[config.mk]
export PLATFORM = sky130hd
export DESIGN_NAME = inst_mem_arbiter
export DESIGN_NICKNAME = d
export VERILOG_FILES = /design/src/rtl/inst_mem_arbiter_pkg.sv /design/src/rtl/inst_mem_arbiter_prio.sv /design/src/rtl/inst_mem_arbiter.sv
export SDC_FILE = /design/constraint.sdc
export NUM_CORES = 1
export LEC_CHECK = 0
export BUFFER_PORTS_ARGS = -buffer_cell sky130_fd_sc_hd__buf_2
export CAP_MARGIN = 5
export CORE_AREA = 10 10 96 98
export CTS_CLUSTER_DIAMETER = 80
export CTS_CLUSTER_SIZE = 12
export DETAILED_ROUTE_END_ITERATION = 10
export DIE_AREA = 0 0 106 108
export PLACE_DENSITY_LB_ADDON = 0.1
export SKIP_CTS_REPAIR_TIMING = 1
export SYNTH_ARGS = -nofsm -noshare
export SYNTH_HDL_FRONTEND = slang
export SYNTH_SLANG_ARGS = --single-unit
[constraint.sdc]
create_clock -name clk -period 1.3 [get_ports clk]
set_input_delay 0.065 -clock clk [delete_from_list [all_inputs] [get_ports clk]]
set_output_delay 0.065 -clock clk [all_outputs]
set_load 0.05 [all_outputs]
[src/rtl/inst_mem_arbiter_pkg.sv]
// Shared definitions for the instruction-memory arbiter.
// Holds the bus widths, the idle/enable constants, the default loader streak limit
// and the FSM state and grant encodings used by the arbiter and its priority sub-block.
package inst_mem_arbiter_pkg;

  localparam int unsigned InstAddrW = 32;
  localparam int unsigned InstW     = 32;

  localparam logic [InstW-1:0] ZeroWord    = '0;
  localparam logic             ChipEnable  = 1'b1;
  localparam logic             ChipDisable = 1'b0;

  localparam int unsigned LdMaxStreakDefault = 3;

  typedef enum logic [1:0] {
    StIdle     = 2'd0,
    StFetchRsp = 2'd1,
    StLoadRsp  = 2'd2
  } arb_state_e;

  typedef enum logic [1:0] {
    GntNone  = 2'd0,
    GntFetch = 2'd1,
    GntLoad  = 2'd2
  } grant_e;

endpackage

[src/rtl/inst_mem_arbiter_prio.sv]
// Priority decision between the fetch port and the loader/debug port.
// Ports:
//   fetch_req  - fetch requester active
//   ld_req     - loader requester active
//   ld_streak  - consecutive loader grants while a fetch was waiting
//   grant      - GntNone / GntFetch / GntLoad
// The loader normally wins; once it has won LD_MAX_STREAK times in a row over a
// waiting fetch, the fetch is given the next slot.
module inst_arb_prio
  import inst_mem_arbiter_pkg::*;
#(
  parameter int unsigned LD_MAX_STREAK = LdMaxStreakDefault,
  parameter int unsigned StreakW       = 2
) (
  input  logic               fetch_req,
  input  logic               ld_req,
  input  logic [StreakW-1:0] ld_streak,
  output logic [1:0]         grant
);

  logic streak_full;
  assign streak_full = (ld_streak == StreakW'(LD_MAX_STREAK));

  always_comb begin
    grant = GntNone;
    if (ld_req && !(fetch_req && streak_full)) begin
      grant = GntLoad;
    end else if (fetch_req) begin
      grant = GntFetch;
    end
  end

endmodule

[src/rtl/inst_mem_arbiter.sv]
// Two-port arbiter in front of a single-ported instruction memory.
// Ports:
//   clk, rst                          - clock, synchronous active-high reset
//   fetch_req_i/fetch_addr_i          - pipeline fetch request
//   fetch_rdata_o/fetch_valid_o       - fetch response (one-cycle strobe)
//   fetch_misalign_o                  - fetch address not word aligned, valid with strobe
//   stall_req_o                       - fetch outstanding and not yet answered
//   ld_req_i/ld_we_i/ld_addr_i/ld_wdata_i - loader/debug access
//   ld_ack_o/ld_rdata_o               - loader completion strobe and read data
//   mem_ce_o/mem_we_o/mem_addr_o/mem_wdata_o/mem_rdata_i - external memory port
// Every access takes two cycles: issue in StIdle, response in the *Rsp state.
module inst_mem_arbiter
  import inst_mem_arbiter_pkg::*;
#(
  parameter int unsigned LD_MAX_STREAK = LdMaxStreakDefault
) (
  input  logic                 clk,
  input  logic                 rst,
  input  logic                 fetch_req_i,
  input  logic [InstAddrW-1:0] fetch_addr_i,
  output logic [InstW-1:0]     fetch_rdata_o,
  output logic                 fetch_valid_o,
  output logic                 fetch_misalign_o,
  output logic                 stall_req_o,
  input  logic                 ld_req_i,
  input  logic                 ld_we_i,
  input  logic [InstAddrW-1:0] ld_addr_i,
  input  logic [InstW-1:0]     ld_wdata_i,
  output logic                 ld_ack_o,
  output logic [InstW-1:0]     ld_rdata_o,
  output logic                 mem_ce_o,
  output logic                 mem_we_o,
  output logic [InstAddrW-1:0] mem_addr_o,
  output logic [InstW-1:0]     mem_wdata_o,
  input  logic [InstW-1:0]     mem_rdata_i
);

  localparam int unsigned StreakW = (LD_MAX_STREAK < 1) ? 1 : $clog2(LD_MAX_STREAK + 1);

  arb_state_e         state_q;
  logic               ld_we_q;
  logic               misalign_q;
  logic [StreakW-1:0] ld_streak_q;
  logic [1:0]         grant;
  logic               fetch_misaligned;
  logic               unused_ld_addr;

  assign fetch_misaligned = (fetch_addr_i[1:0] != 2'b00);
  // Loader accesses are always word aligned; the low address bits are dropped.
  assign unused_ld_addr   = ^ld_addr_i[1:0];

  inst_arb_prio #(
    .LD_MAX_STREAK (LD_MAX_STREAK),
    .StreakW       (StreakW)
  ) u_prio (
    .fetch_req (fetch_req_i),
    .ld_req    (ld_req_i),
    .ld_streak (ld_streak_q),
    .grant     (grant)
  );

  always_ff @(posedge clk) begin
    if (rst) begin
      state_q     <= StIdle;
      ld_we_q     <= 1'b0;
      misalign_q  <= 1'b0;
      ld_streak_q <= '0;
    end else begin
      case (state_q)
        StIdle: begin
          if (grant == GntFetch) begin
            state_q    <= StFetchRsp;
            misalign_q <= fetch_misaligned;
          end else if (grant == GntLoad) begin
            state_q <= StLoadRsp;
            ld_we_q <= ld_we_i;
          end
        end
        default: state_q <= StIdle;
      endcase

      // Streak only counts loader wins over a waiting fetch.
      if (!fetch_req_i || (state_q == StIdle && grant == GntFetch)) begin
        ld_streak_q <= '0;
      end else if (state_q == StIdle && grant == GntLoad &&
                   ld_streak_q != StreakW'(LD_MAX_STREAK)) begin
        ld_streak_q <= ld_streak_q + StreakW'(1);
      end
    end
  end

  always_comb begin
    mem_ce_o         = ChipDisable;
    mem_we_o         = 1'b0;
    mem_addr_o       = ZeroWord;
    mem_wdata_o      = ZeroWord;
    fetch_rdata_o    = ZeroWord;
    fetch_valid_o    = 1'b0;
    fetch_misalign_o = 1'b0;
    ld_ack_o         = 1'b0;
    ld_rdata_o       = ZeroWord;
    // Reset blanks the outputs immediately, so an aborted response never strobes.
    if (!rst) begin
      case (state_q)
        StIdle: begin
          if (grant == GntFetch && !fetch_misaligned) begin
            mem_ce_o   = ChipEnable;
            mem_addr_o = fetch_addr_i;
          end else if (grant == GntLoad) begin
            mem_ce_o    = ChipEnable;
            mem_we_o    = ld_we_i;
            mem_addr_o  = {ld_addr_i[InstAddrW-1:2], 2'b00};
            mem_wdata_o = ld_wdata_i;
          end
        end
        StFetchRsp: begin
          fetch_valid_o    = 1'b1;
          fetch_misalign_o = misalign_q;
          fetch_rdata_o    = misalign_q ? ZeroWord : mem_rdata_i;
        end
        StLoadRsp: begin
          ld_ack_o   = 1'b1;
          ld_rdata_o = ld_we_q ? ZeroWord : mem_rdata_i;
        end
        default: ;
      endcase
    end
    stall_req_o = !rst && fetch_req_i && !fetch_valid_o;
  end

endmodule

==> results of run 1 <==
## logic make-up after synthesis
kind of cell	count (synthesis)
adder cells (fa/ha/maj)	1
flip-flops	6
other	1
AND/OR/NAND/NOR	118
buffers and inverters	22
AO/OA/AOI/OAI	39
## power breakdown
group / switching, mW / internal, mW / leakage [nW] / total [mW]
Clock: 0.102 / 0.213 / 0.0228 / 0.315
Sequential: 0.0115 / 0.193 / 0.0514 / 0.205
Combinational: 0.900 / 0.812 / 2.53 / 1.71
Total: 1.01 / 1.22 / 2.60 / 2.23
## worst max path at each step
| stage | start | endpoint | slack, ps | cells past startpoint |
|---|---|---|---|---|
| 5_1_grt | ld_streak_q[1] | mem_addr_o[23] | -590 | 7 |
| 3_3_place_gp | ld_streak_q[1] | mem_addr_o[23] | -280 | 6 |
| 3_5_place_dp | ld_streak_q[1] | mem_addr_o[24] | -320 | 6 |
| 2_1_floorplan | state_q[0] | fetch_rdata_o[0] | -350 | 4 |
| 6_report | ld_streak_q[1] | mem_wdata_o[7] | -510 | 8 |
| 4_1_cts | ld_streak_q[1] | mem_addr_o[24] | -580 | 6 |
## worst register-to-register path, stage by stage (launching register included)
cell and delay, ps:
dfxtp_2 330, ha_4 160, buf_4 130, buf_6 110, a21boi_4 200, buf_12 140, buf_8 120, buf_6 100
nand3_4 50, a21oi_2 130
## layout by cell type (no fill, tap or decap), types with 2 or more instances in the layout
cell	instances
a21oi_1	2
a21oi_2	2
a22o_4	30
and2_4	64
and2b_4	2
and3_2	3
and3_4	30
buf_12	9
buf_2	131
buf_4	15
buf_6	30
buf_8	110
clkbuf_16	6
clkbuf_8	3
conb_1	2
dfxtp_1	2
dfxtp_2	2
dfxtp_4	2
nand2_1	2
nor3_4	2
nor3b_4	2
or2_4	2
## metal layers
| layer | track usage | up-vias | wire, um |
|---|---|---|---|
| met1 | 0.1387 | 1204 | 3873 |
| li1 | - | 1236 | - |
| met5 | 0 | - | 0 |
| met3 | 0.06901 | 11 | 1164 |
| met2 | 0.2663 | 160 | 6432 |
| met4 | 0.02031 | 0 | 110 |
## final cells by class
| class | count | share of cell area |
|---|---|---|
| clock buffer | 4 | 0.008694 |
| inverter | 1 | 0.0007245 |
| timing repair buffer | 301 | 0.5960 |
| multi-input combinational | 160 | 0.3448 |
| sequential | 6 | 0.02511 |
| tap | 102 | 0.02463 |
## flip-flops by register name, indices dropped and copies added, names as in the netlist
signal and count:
ld_streak_q 2, ld_we_q 1, misalign_q 1, state_q 2
## per-stage QoR
| stage | utilization | cells |
|---|---|---|
| 2_1_floorplan | - | 188 |
| 3_3_place_gp | 0.4795 | 554 |
| 3_5_place_dp | 0.4795 | 554 |
| 4_1_cts | 0.4856 | 558 |
| 5_1_grt | 0.6957 | 574 |
| 6_report | 0.6957 | 574 |
==> results.cfg, run 1 <==
[outcome]
run_status = finished, violations left
violations = negative setup slack

[worst_setup_path]
regToRegSetupSlack_ps = -220
crit_chain = ha_4 > buf_4 > buf_6 > a21boi_4 > buf_12 > clkbuf_16 > and3_4 > buf_8
crit_slowest_cell = dfxtp_2
critPathKind = reg2out
rr_endpoint = ld_we_q
critPathTopFamily = buffers and inverters
reg2reg_depth = 9
cp_num_buf_inv = 5
critPathMaxStageDelay_ps = 330
r2r_start = ld_streak_q[1]
required_ps = 1240
setup.worst_path.start_class = register
worstPathArrival_ps = 1750
crit_path_end_kind = output port
crit_fanout = 5

[power_and_ir_drop]
cellLeakagePower_nw = 2.603
cellPowerDensity_nw_per_um2 = 430.7
ir_drop_mv = 0.2834
finalPower_mw = 2.232

[sta]
layout_setup_ws_ps = -514.2
whs_ps = 120.5
fin_tns_setup_ps = -53850
finClkSkew_ps = 2.293
max_freq_ghz = 0.5512
hold_viol = 0
period_share = 1.396
rsz0062_at_grt = true
drv_slew = 0
setup_viol = 132
final.min_clock_period_ps = 1814

[grt]
grt-ovfl-total = 0
grt_pass1_wl_um = 13450
antenna_found_initial = 0
grt_pass1_vias = 2486
grt_use_total = 0.1407
grt_max_degree = 35

[flow_run]
drv_cap = 0

[drt]
routedWlPerCell_um = 20.17
first_pass_iters = 4
detail-route-antenna-nets = 0
routed_wl_um = 11580
dr.first_iter.drc_count = 76
vias_per_cell = 4.549
dr_total_vias = 2611
drcViolationCount = 0

[cts]
h-tree-depth = 1
cts_tree = built
cts_buffers = 3
cts.sinks = 6
clock-root-buffer = clkbuf_8
clk_pin_slew_ps = 40
insertion_delay_ps = 230
clock_path_buffers = 2

[finish]
regArea_um2 = 130.1
finalNetCount = 607
multi_input_area_um2 = 1787
syn2layout_area_growth_pct = 275.1
fill_cells = 506
stdcell_area_um2 = 5181
drive_above_1_share = 0.9619
antenna_cells = 0

[logic_synthesis]
synth_compound_area_frac = 0.2328
synth_seq_cells = 6
synth_edf_count = 0
synthMuxAreaShare = 0
synth-xor-area-share = 0
post_synth.cell_area_avg_um2 = 7.387
synth_seq_area_share = 0.08696
synth_top_family_by_area = simple AND/OR/NAND/NOR gates
ys_top_cells_by_area = and2_1 29%, a22o_1 19%, and3_1 15%
yosysWarnings = 0
synth_area_um2 = 1381
synth_simple_gate_area_share = 0.5598
synth_cells = 187
yosysUniqueCellTypes = 32
synth-adder-area-share = 0.009058
synth_top_area_share = 0.2944
synth_common_cells = 65 x and2_1, 33 x and3_1, 30 x a22o_1
synth.most_common_cell = and2_1
async_flop_share = 0
ys.flop_type = dfxtp_1
yosysTopAreaCell = and2_1

[die]
coreArea_um2 = 7447
dieArea_um2 = 11450
num_io_pins = 267
die_h_um = 108
start_util = 0.1855
row_count = 32
die_width_um = 106

[placement]
pre_cts_slack_ps = -315.3
gp_congestion = 0.8114
dpl_cell_area_um2 = 3571
portBuffers = 262
hpwl_um = 8277

[min_path]
hold_path.startpoint = ld_we_i
hold_class = in2reg
worstHoldPathCells = 3
hold_end = ld_we_q
Power figures use the tool's default switching activity.
==> run 2, diff against run 1 <==
- CORE_AREA: 10 10 96 98 -> 10 10 95 97
- DIE_AREA: 0 0 106 108 -> 0 0 105 107
- MAX_ROUTING_LAYER: default -> met4
- SYNTH_HIERARCHICAL: default -> 1
==> run 2 against run 1 <==
The run still ends with negative setup slack left; area after synthesis rose by 16%; highest routed layer unchanged; largest cell class unchanged; clock-buffer cell count did not move; critical endpoint is now mem_wdata_o[28]; via count rose by 13%; worst hold slack got worse by 3.1 ps; worst setup slack got worse by 350 ps; utilization rose by 3.3 points; global-route usage rose by 3.5 points; register-to-register slack got worse by 20 ps; sequential power fell by 3%; non-clock buffer count fell by 6; clock skew rose by 5.2 ps; clock power fell by 6%.
==> results.cfg, run 2 <==
[logic_synthesis]
yosysTopAreaCell = and2_1
yosysUniqueCellTypes = 31
synth_edf_count = 0
synth_cells = 260
ys_top_cells_by_area = and2_1 31%, and2_4 9.9%, a21oi_1 9.7%
synth.most_common_cell = and2_1
yosysWarnings = 6
ys.flop_type = dfxtp_1
synth_top_area_share = 0.3127
synth_seq_cells = 6
post_synth.cell_area_avg_um2 = 6.155
async_flop_share = 0
synth_common_cells = 80 x and2_1, 31 x a21oi_1, 31 x nand2_1
synth_area_um2 = 1600
synth_seq_area_share = 0.07506

[drt]
vias_per_cell = 4.637
first_pass_iters = 4
routed_wl_um = 13050
drcViolationCount = 0
dr_total_vias = 2954
detail-route-antenna-nets = 0
routedWlPerCell_um = 20.48
dr.first_iter.drc_count = 96

[sta]
setup_viol = 136
layout_setup_ws_ps = -860.4
finClkSkew_ps = 7.453
max_freq_ghz = 0.4629
fin_tns_setup_ps = -71540
hold_viol = 0
whs_ps = 117.4
drv_slew = 0
rsz0062_at_grt = true
final.min_clock_period_ps = 2160
period_share = 1.662

[die]
start_util = 0.2242
row_count = 31
die_width_um = 105
coreArea_um2 = 7137
num_io_pins = 267
dieArea_um2 = 11240
die_h_um = 107

[outcome]
violations = negative setup slack
run_status = finished, violations left

[worst_setup_path]
required_ps = 1240
worstPathArrival_ps = 2100
crit_fanout = 8
setup.worst_path.start_class = register
critPathKind = reg2out
crit_path_end_kind = output port

[power_and_ir_drop]
cellPowerDensity_nw_per_um2 = 380.5
finalPower_mw = 1.979
ir_drop_mv = 0.4899
cellLeakagePower_nw = 2.427

[placement]
portBuffers = 262
hpwl_um = 9318
place_inst = 621
gp_congestion = 0.8454
dpl_cell_area_um2 = 3951

[finish]
final_common_cell = buf_2
finalNetCount = 675
stdcell_area_um2 = 5200
drive_above_1_share = 0.8752
syn2layout_area_growth_pct = 224.9
top_regs = ld_streak_q: 2 flops, state_q: 2 flops
final_cell_count_no_fill = 637
final_cell_mix = 132 x buf_2, 98 x and2_4, 65 x buf_6

[cts]
h-tree-depth = 1
clock-root-buffer = clkbuf_8
insertion_delay_ps = 230
cts_buffers = 3
clk_pin_slew_ps = 40
cts_tree = built
cts.sinks = 6
clock_path_buffers = 2

[grt]
grt_pass1_wl_um = 15870
antenna_found_initial = 1
grt_use_total = 0.1760
grt_pass1_vias = 2830
grt-ovfl-total = 0
grt_max_degree = 34

[flow_run]
drv_cap = 0

[min_path]
hold_class = in2reg
## run 2: cell types whose count changed in the layout (fill, tap and decap cells not counted), sizes merged, moves of 3 or more
cell,change
nand3,+29
a22o,-30
and4b,+4
and2,+33
nor2,+5
nand2,+29
buf,-4
a21oi,+27
ha,+3
and3,-33
inv,+3
## run 2: worst max-delay path: stages, from the launching register on
cell and delay (ps):
dfxtp_4 380, nand2_4 60, a21boi_4 180, ha_4 160, or3b_4 430, and4b_2 330, and2_4 180, buf_8 140
## run 2: where the power goes
group	leakage, nW	switching (mW)	total (mW)	internal (mW)
registers	0.0519	0.00998	0.198	0.188
clock network	0.0228	0.0856	0.297	0.211
logic	2.35	0.842	1.48	0.641
## run 2: worst paths after layout
kind / end / slack (ps) / startpoint / depth (start not counted)
worst max-delay path: mem_wdata_o[28] / -860 / ld_streak_q[0] / 7
worst min register to register: ld_we_q / 500 / ld_we_q / 2
worst min-delay path: ld_we_q / 120 / ld_we_i / 3
worst max register to register: ld_streak_q[1] / -240 / ld_streak_q[1] / 7
## run 2: layout make-up
cell class                 count  area (um^2)
fill                         513         1937
inverter                       4        15.01
multi-input combinational    228         2175
sequential                     6        135.1
clock buffer                   4        45.04
tap                           99        123.9
timing repair buffer         295         2704
antenna                        1        2.502
## run 2: metrics by stage
step           setup slack (ps)    util
2_1_floorplan            -508.0       -
3_3_place_gp             -627.8  0.5536
3_5_place_dp             -655.9  0.5536
4_1_cts                  -904.4  0.5600
6_report                 -860.4  0.7286
5_1_grt                  -935.6  0.7286
## run 2: logic make-up (layout without fill, tap and decap cells)
family | count (synthesis) | after routing | synth area share
buffers and inverters | 30 | 303 | 0.09069
flip-flops | 6 | 6 | 0.07506
multiplexers | 2 | 2 | 0.01251
AO/OA/AOI/OAI | 35 | 35 | 0.1165
XOR/XNOR | 1 | 1 | 0.005474
adder cells (fa/ha/maj) | 4 | 4 | 0.03128
other | 1 | 3 | 0.002343
AND/OR/NAND/NOR | 181 | 184 | 0.6662
## run 2: metal layers
metal,part of all wire,up-vias,global-route usage
li1,-,1405,-
met1,0.36,1420,0.1839
met2,0.58,123,0.3426
met3,0.050,6,0.03473
met4,0.0065,0,0.01961
met5,0,-,-
==> run 3, diff against run 2 <==
- CORE_AREA: 10 10 95 97 -> 2 2 103 105
- SLEW_MARGIN: default -> 25
==> run 3 against run 2 <==
The run still ends with negative setup slack left; worst setup slack better by 7.2 ps; die area unchanged; flip-flop and latch count unchanged; maximum frequency up 0.33%; global-route usage down 3.8 points; clock skew about the same; via count down 0.85%; cell count up 6.9%; routed wire length down 19%; largest cell class unchanged.
==> results.cfg, run 3 (same netlist as run 2, synthesis figures left out) <==
[outcome]
run_status = finished, violations left
violations = negative setup slack

[power_and_ir_drop]
finalPower_mw = 1.993
cellPowerDensity_nw_per_um2 = 371.4
ir_drop_mv = 0.3818
cellLeakagePower_nw = 2.493

[drt]
first_pass_iters = 4
routed.top_layer = met4
vias_per_cell = 4.301
routedWlPerCell_um = 15.55
dr_total_vias = 2929
wl_met2_um = 5938
drcViolationCount = 0
drt-met1-wl_um = 4041
wl_met3_um = 593
detail-route-antenna-nets = 0
routed_wl_um = 10590
dr.first_iter.drc_count = 94

[finish]
drive_above_1_share = 0.8862
final_common_cell = buf_2
antenna_cells = 0
final_cell_mix = 145 x buf_2, 98 x and2_4, 70 x buf_8
fill_cells = 933
finalNetCount = 683
top_regs = ld_streak_q: 2 flops, state_q: 2 flops
syn2layout_area_growth_pct = 235.3
final_core_utilization = 0.5316

[sta]
layout_setup_ws_ps = -853.3
final.min_clock_period_ps = 2153
whs_ps = 92.62
finClkSkew_ps = 7.895
hold_viol = 0
period_share = 1.656
setup_viol = 135
drv_slew = 0
rsz0062_at_grt = true
max_freq_ghz = 0.4644

[placement]
portBuffers = 262
gp_congestion = 0.7204
hpwl_um = 6928

[cts]
clock_path_buffers = 2
cts_tree = built
cts_buffers = 3
insertion_delay_ps = 230
h-tree-depth = 1
clock-root-buffer = clkbuf_8
clk_pin_slew_ps = 40
cts.sinks = 6

[die]
coreArea_um2 = 10090
dieArea_um2 = 11240
start_util = 0.1586
num_io_pins = 267
die_width_um = 105
die_h_um = 107
row_count = 37

[worst_setup_path]
setup.worst_path.start_class = register
crit_fanout = 16
cp_num_buf_inv = 1
critPathMaxStageDelay_ps = 430
path_depth = 7
critPathTopFamily = simple AND/OR/NAND/NOR gates
crit_path_end_kind = output port
required_ps = 1240
crit_chain = nand2_4 > a21boi_4 > ha_4 > or3b_4 > and4b_4 > and2_4 > clkbuf_4
worstPathArrival_ps = 2090
crit_slowest_cell = or3b_4
critPathKind = reg2out
reg2reg_depth = 9

[grt]
grt_use_total = 0.1378
antenna_found_initial = 0
grt-ovfl-total = 0
grt_max_degree = 34
grt_pass1_wl_um = 12710
grt_pass1_vias = 2666

[flow_run]
drv_cap = 0

[min_path]
hold_class = in2reg
worstHoldPathCells = 3
-- run 3: where the power goes --
part | switching (mW) | total [mW] | internal, mW
registers | 0.00881 | 0.197 | 0.188
logic | 0.842 | 1.49 | 0.645
clock network | 0.0971 | 0.309 | 0.212
-- run 3: stage by stage --
step	instances	TNS (ps)	setup WS (ps)	area, um^2
2_1_floorplan	261	-52860	-508.0	2402
3_3_place_gp	657	-45350	-637.0	3920
3_5_place_dp	657	-47360	-664.9	3920
4_1_cts	661	-80150	-921.8	3965
5_1_grt	681	-80120	-923.8	5365
6_report	681	-69890	-853.3	5365
-- run 3: layout make-up --
class                      count  area (um^2)  share of cell area
clock buffer                   4        45.04            0.008396
timing repair buffer         303         2788              0.5196
sequential                     6        135.1             0.02519
inverter                       4        17.52            0.003265
multi-input combinational    228         2210              0.4118
tap                          136        170.2             0.03172
-- run 3: worst paths after layout --
path,to,slack (ps),from
min,ld_we_q,90,ld_we_i
max reg2reg,ld_streak_q[1],-290,ld_streak_q[1]
min reg2reg,ld_we_q,500,ld_we_q
max,mem_wdata_o[3],-850,ld_streak_q[1]
-- run 3: metal layers --
metal,vias to the layer above,GRT usage
li1,1423,-
met1,1378,0.1467
met2,125,0.2746
met3,3,0.02553
met4,0,0.009524
met5,-,-
-- run 3: tightest hold or removal path, cell delays in order --
cell     delay [ps]
buf_2            90
mux2i_1          60
nor2_1           70
